**config.mk**
```make
export PLATFORM = sky130hd
export DESIGN_NAME = fwd_scoreboard
export DESIGN_NICKNAME = d
export VERILOG_FILES = /design/src/rtl/fwd_scoreboard.sv
export SDC_FILE = /design/constraint.sdc
export NUM_CORES = 1
export LEC_CHECK = 0
export CELL_PAD_IN_SITES_DETAIL_PLACEMENT = 1
export CELL_PAD_IN_SITES_GLOBAL_PLACEMENT = 2
export CORE_ASPECT_RATIO = 0.9
export CORE_MARGIN = 4
export CORE_UTILIZATION = 36
export CTS_BUF_LIST = sky130_fd_sc_hd__clkbuf_8 sky130_fd_sc_hd__clkbuf_16
export DETAILED_ROUTE_END_ITERATION = 8
export DONT_BUFFER_PORTS = 1
export PLACE_DENSITY_LB_ADDON = 0.1
export SYNTH_ARGS = -nofsm -noshare
export SYNTH_HDL_FRONTEND = slang
export SYNTH_SLANG_ARGS = --single-unit
```
**constraint.sdc**
```tcl
create_clock -name clk -period 3.2 [get_ports clk]
set_input_delay 0.48 -clock clk [delete_from_list [all_inputs] [get_ports clk]]
set_output_delay 0.48 -clock clk [all_outputs]
set_load 0.005 [all_outputs]
```
**src/rtl/fwd_scoreboard.sv**
```systemverilog
`default_nettype none
// fwd_scoreboard: D-stage hazard/forwarding scoreboard with a HI/LO busy counter. Rev 1.0
// Optional macro FWD_STALL_CNT_EN adds a saturating stall-cycle counter port (stall_cnt).
module fwd_scoreboard #(
  parameter int NSTAGE  = 3,
  parameter int NSRC    = 2,
  parameter int TW      = 2,
  parameter int MUL_LAT = 5,
  parameter int DIV_LAT = 10
) (
  input  logic                              clk,
  input  logic                              reset_n,
  input  logic                              pipe_en,
  input  logic                              d_valid,
  input  logic                              d_wen,
  input  logic [4:0]                        d_rd,
  input  logic [TW-1:0]                     d_tnew,
  input  logic [NSRC*5-1:0]                 d_src,
  input  logic [NSRC*TW-1:0]                d_tuse,
  input  logic [NSRC-1:0]                   d_src_use,
  input  logic                              d_md_start,
  input  logic                              d_md_div,
  input  logic                              d_md_use,
  output logic                              stall,
  output logic [NSRC*$clog2(NSTAGE+1)-1:0]  fwd_sel,
  output logic                              md_busy
`ifdef FWD_STALL_CNT_EN
  ,
  output logic [31:0]                       stall_cnt
`endif
);

  localparam int SW  = $clog2(NSTAGE + 1);
  localparam int MDW = $clog2(DIV_LAT + 1);

  // Entry index 0 holds stage E (stage number 1).
  logic [NSTAGE-1:0] ent_valid;
  logic [4:0]        ent_rd   [NSTAGE];
  logic [TW-1:0]     ent_tnew [NSTAGE];
  logic [MDW-1:0]    md_cnt;

  logic [NSRC-1:0]   op_hit;
  logic [NSRC-1:0]   op_stall;
  logic [SW-1:0]     hit_stage [NSRC];
  logic [TW-1:0]     hit_tnew  [NSRC];
  logic              md_accept;

  // Scan oldest to youngest so the youngest visible match is the one that sticks.
  always_comb begin
    op_hit   = '0;
    op_stall = '0;
    fwd_sel  = '0;
    for (int i = 0; i < NSRC; i++) begin
      hit_stage[i] = '0;
      hit_tnew[i]  = '0;
      for (int k = NSTAGE - 1; k >= 0; k--) begin
        if (ent_valid[k] && (ent_rd[k] != 5'd0) && (ent_rd[k] == d_src[5*i +: 5])) begin
          op_hit[i]    = 1'b1;
          hit_stage[i] = SW'(k + 1);
          hit_tnew[i]  = ent_tnew[k];
        end
      end
      if (d_src_use[i] && op_hit[i]) begin
        if (hit_tnew[i] > d_tuse[TW*i +: TW]) begin
          op_stall[i] = 1'b1;
        end else if (hit_tnew[i] == '0) begin
          fwd_sel[SW*i +: SW] = hit_stage[i];
        end
      end
    end
  end

  assign md_busy   = (md_cnt != '0);
  assign stall     = d_valid & ((|op_stall) | (d_md_use & md_busy));
  assign md_accept = pipe_en & d_valid & d_md_start & ~stall;

  always_ff @(posedge clk or negedge reset_n) begin
    if (!reset_n) begin
      ent_valid <= '0;
      for (int k = 0; k < NSTAGE; k++) begin
        ent_rd[k]   <= '0;
        ent_tnew[k] <= '0;
      end
    end else if (pipe_en) begin
      ent_valid[0] <= d_valid & d_wen & ~stall;
      ent_rd[0]    <= d_rd;
      ent_tnew[0]  <= d_tnew;
      for (int k = 1; k < NSTAGE; k++) begin
        ent_valid[k] <= ent_valid[k-1];
        ent_rd[k]    <= ent_rd[k-1];
        ent_tnew[k]  <= (ent_tnew[k-1] == '0) ? '0 : ent_tnew[k-1] - TW'(1);
      end
    end
  end

  // Counter runs independently of pipe_en so a frozen pipeline cannot extend the wait.
  always_ff @(posedge clk or negedge reset_n) begin
    if (!reset_n) begin
      md_cnt <= '0;
    end else if (md_accept) begin
      md_cnt <= d_md_div ? MDW'(DIV_LAT) : MDW'(MUL_LAT);
    end else if (md_cnt != '0) begin
      md_cnt <= md_cnt - MDW'(1);
    end
  end

`ifdef FWD_STALL_CNT_EN
  always_ff @(posedge clk or negedge reset_n) begin
    if (!reset_n) begin
      stall_cnt <= '0;
    end else if (stall && pipe_en && (stall_cnt != 32'hFFFF_FFFF)) begin
      stall_cnt <= stall_cnt + 32'd1;
    end
  end
`endif

endmodule
`default_nettype wire
```
==> metrics.md <==
| Metric | Value |
|---|---|
| Arrival @ worst endpoint | 3.03 ns |
| TritonCTS clock tree | done |
| Max Slew Vio Count | 0 |
| Grt total ovfl | 0 |
| Global-route wire length before repair | 8870 microns |
| Syn-to-layout area delta | 42.8% |
| Final cycle utilization of the critical path | 1.10 |
| Most used cell, CP | or4_4 |
| Cell family with most CP delay | simple AND/OR/NAND/NOR gates |
| Min-delay worst type | in -> async |
| # port buffers | 0 |
| Final nets | 270 |
| HPWL after DPL | 4060 microns |
| Worst reg-to-reg setup slack | -0.18 ns |
| I/O Pins | 37 |
| Dpl ws | -0.278 ns |
| Area taken by multi-input logic gates | 1410 sq um |
| CTS H-tree lvls | 1 |
| WP depth | 11 |
| Yosys Warn Count | 0 |
| Router iterations before antenna repair | 4 |
| Synth Cell Area | 1900 sq um |
| FMAX | 0.285 GHz |
| Reg2reg path depth | 14 |
| Post-synth top area cell | dfrtp_1 |
| Reg2Reg Launch Point | ent_rd[6] |
| Die Y | 76.9 microns |
| Status | finished with violations |
| GPL Wtd Cong | 0.764 |
| Post-synth top cells | dfrtp_1, xnor2_1, mux2_2, nand2_1, inv_1 |
| DIE AREA | 6500 sq um |
| Synthesis-stage register bit count | 28 |
| Row cnt | 24 |
| Top-count cell post-synth | dfrtp_1 |
| Initial DRC count | 38 |
| Syn Nets | 224 |
| CP Max Fanout | 4 |
| Crit path capture type | output port |
| RSZ-0062 raised after global routing | true |
| Int Power | 0.843 mW |
| Final Hold Viols | 0 |
| Clock transition at path regs | 0.09 ns |
| Placed Area | 2190 sq um |
| Clock Latency Late Sink | 0.27 ns |
| Clk root buf | clkbuf_8 |
| Via count | 1584 |
| Number of flops mapped to enable cells by yosys | 0 |
| Main synth FF type | dfrtp_1 |
| Crit path from | ent_rd[6] |
| Clock buffer depth | 2 |
| Clk_skew | 0.00280 ns |
| Setup ws final | -0.313 ns |
| CP Class | reg -> out |
| Power Total | 1.22 mW |
| Routed vias/inst | 5.33 |
| Crit-path cells | or4_4 -> o21ai_4 -> or4_4 -> nand3_4 -> a31oi_4 -> ha_4 -> and2b_2 -> o21ai_2 -> buf_4 -> a311oi_4 -> o31a_2 |
| Ant. Diodes | 0 |
| Share of the synthesized area in the top cell type | 0.369 |
| Relative slew slack | 0.723 |
| Mean area per synthesized cell | 10.2 sq um |
| Register area share after synthesis | 0.369 |
| Largest net degree at the start of global routing | 31 |
| Leakage | 1.10 nW |
| Slowest-stage cell, CP | or4_4 |
| Sink Count | 28 |
| Wire per inst | 18.3 microns |
| Crit-path max cell delay | 0.54 ns |
| Drt total wl | 5430 microns |
| P_sw | 0.376 mW |
| Core area | 4980 sq um |
| Initial Util | 0.381 |
| Worst path bufs/invs | 1 |
| Design area | 2710 sq um |
| Initial antenna violation count | 0 |
| CP startpoint kind | register |
| Failing checks | negative setup slack |
| Fin util | 0.544 |
| CP endpoint | stall |
| Top cells by area, synth | dfrtp_1, mux2_2, xnor2_1 |
| Vias in the first global route | 1788 |
| Share of power burned in registers | 0.409 |
| Synth cell types | 37 |
| Gate Count Post-Synth | 187 |
| Max-cap viol count | 0 |
| Pwr/cell area | 450 nW/um^2 |
| VDD IR-drop max | 0.257 mV |
| WHS | 0.0115 ns |
| Die width | 84.5 microns |
| Asr flop ratio synth | 1.00 |
| CTS Buf Count | 3 |
| DRC violations left | 0 |
| Gate power share | 0.363 |
| Final setup violation count | 9 |
| Worst Path Required | 2.72 ns |
| FF/Latch Area | 707 sq um |
| R2r endpoint | md_cnt[3] |
| Fin crit period | 3.51 ns |
| Sw frac | 0.308 |
| Routed Antenna Nets | 0 |
| Worst-Margin Slew | 0.411 ns |
| Clock network fraction of design power | 0.228 |
| GRT Overall Usage | 0.168 |
| Fillcell total | 551 |
| Share of layout cells above drive strength 1 | 0.543 |
## per-stage QoR
step                      setup TNS, ns  std cells
after detailed placement          -1.66        278
after floorplan                       0        187
final                             -1.98        297
after CTS                         -1.72        288
after global routing              -3.42        297
after global placement           -0.825        278
## layout make-up
class,instances,area share
Multi-Input combinational cell,140,0.520
Clock buffer,3,0.0152
Inverter,13,0.0180
Clock inverter,1,0.0111
Timing Repair Buffer,47,0.145
Sequential cell,28,0.261
Tap cell,65,0.0300
## worst register-to-register path: stages, from the launching register on
cell,delay (ns)
dfrtp_1,0.41
or4_4,0.54
o21ai_4,0.18
or4_4,0.19
nand3_4,0.08
a31oi_4,0.20
ha_4,0.23
and2b_2,0.19
o21ai_2,0.18
buf_4,0.15
a311oi_4,0.04
buf_4,0.16
nor4_4,0.24
buf_4,0.17
mux2_4,0.29
## registers in the layout, summed over array words and instances (netlist names)
signal     cells
md_cnt         4
ent_tnew       6
ent_valid      3
ent_rd        15
## worst min-delay path by stage
stage                  end  slack, ns
6_report       ent_tnew[5]       0.01
5_1_grt        ent_tnew[5]      0.001
4_1_cts        ent_tnew[5]       0.01
3_5_place_dp   ent_tnew[5]       0.19
3_3_place_gp   ent_tnew[5]       0.19
2_1_floorplan    ent_rd[0]       0.18
## placed cells by master (no fill, tap or decap), types with 2 or more instances in the layout
cell type | netlist | routed
nor2_1 | 3 | 3
nand3_1 | 11 | 9
nand2_1 | 16 | 11
or4_4 | 2 | 8
a21o_1 | 2 | 2
buf_4 | 0 | 39
xor2_1 | 11 | 10
mux2i_1 | 2 | 2
nor4_4 | 1 | 3
o21ai_1 | 1 | 3
ha_4 | 0 | 4
o21ai_2 | 3 | 5
ha_1 | 6 | 2
nand2_2 | 0 | 4
inv_1 | 13 | 12
or4_1 | 8 | 2
nor4_2 | 0 | 2
xnor2_2 | 0 | 6
dfrtp_2 | 0 | 5
o21ai_0 | 10 | 5
dfrtp_1 | 28 | 23
clkbuf_8 | 0 | 3
mux2_2 | 19 | 19
xnor2_1 | 21 | 15
o22a_1 | 2 | 2
nor3b_2 | 0 | 2
buf_6 | 1 | 7
mux2_4 | 0 | 2
## power groups by stage
stage          Sequential, mW  Clock [mW]  Combinational [mW]
5_1_grt                 0.508       0.309               0.490
2_1_floorplan           0.484           0               0.242
3_3_place_gp            0.495           0               0.327
6_report                0.498       0.278               0.443
4_1_cts                 0.496       0.288               0.394
3_5_place_dp            0.499           0               0.345
## routing by layer
| layer | track usage | vias up | wire length, microns | share of wire |
|---|---|---|---|---|
| met3 | 0.0493 | 6 | 245 | 0.045 |
| met1 | 0.196 | 801 | 2210 | 0.41 |
| met2 | 0.306 | 27 | 2900 | 0.53 |
| met5 | 0 | - | 0 | 0 |
| li1 | - | 750 | - | - |
| met4 | 0.0269 | 0 | 65 | 0.012 |
## cell families (layout without fill, tap and decap cells)
| logic type | Yosys count | in the layout | share of synthesized area |
|---|---|---|---|
| AO/OA/AOI/OAI | 26 | 26 | 0.103 |
| AND/OR/NAND/NOR | 53 | 53 | 0.163 |
| flip-flops | 28 | 28 | 0.369 |
| XOR/XNOR | 32 | 32 | 0.148 |
| multiplexers | 23 | 23 | 0.135 |
| buffers and inverters | 19 | 64 | 0.0428 |
| adder cells (fa/ha/maj) | 6 | 6 | 0.0396 |
## timing repair
| action | CTS | global route |
|---|---|---|
| hold buffers | 1 | 0 |
| setup endpoints to repair | 10 | 10 |
| resized for setup | 33 | 34 |
| pin swaps | 13 | 27 |
| hold endpoints to repair | 28 | 0 |
| setup buffers | 5 | 10 |
(Power assumes the default switching activity.)
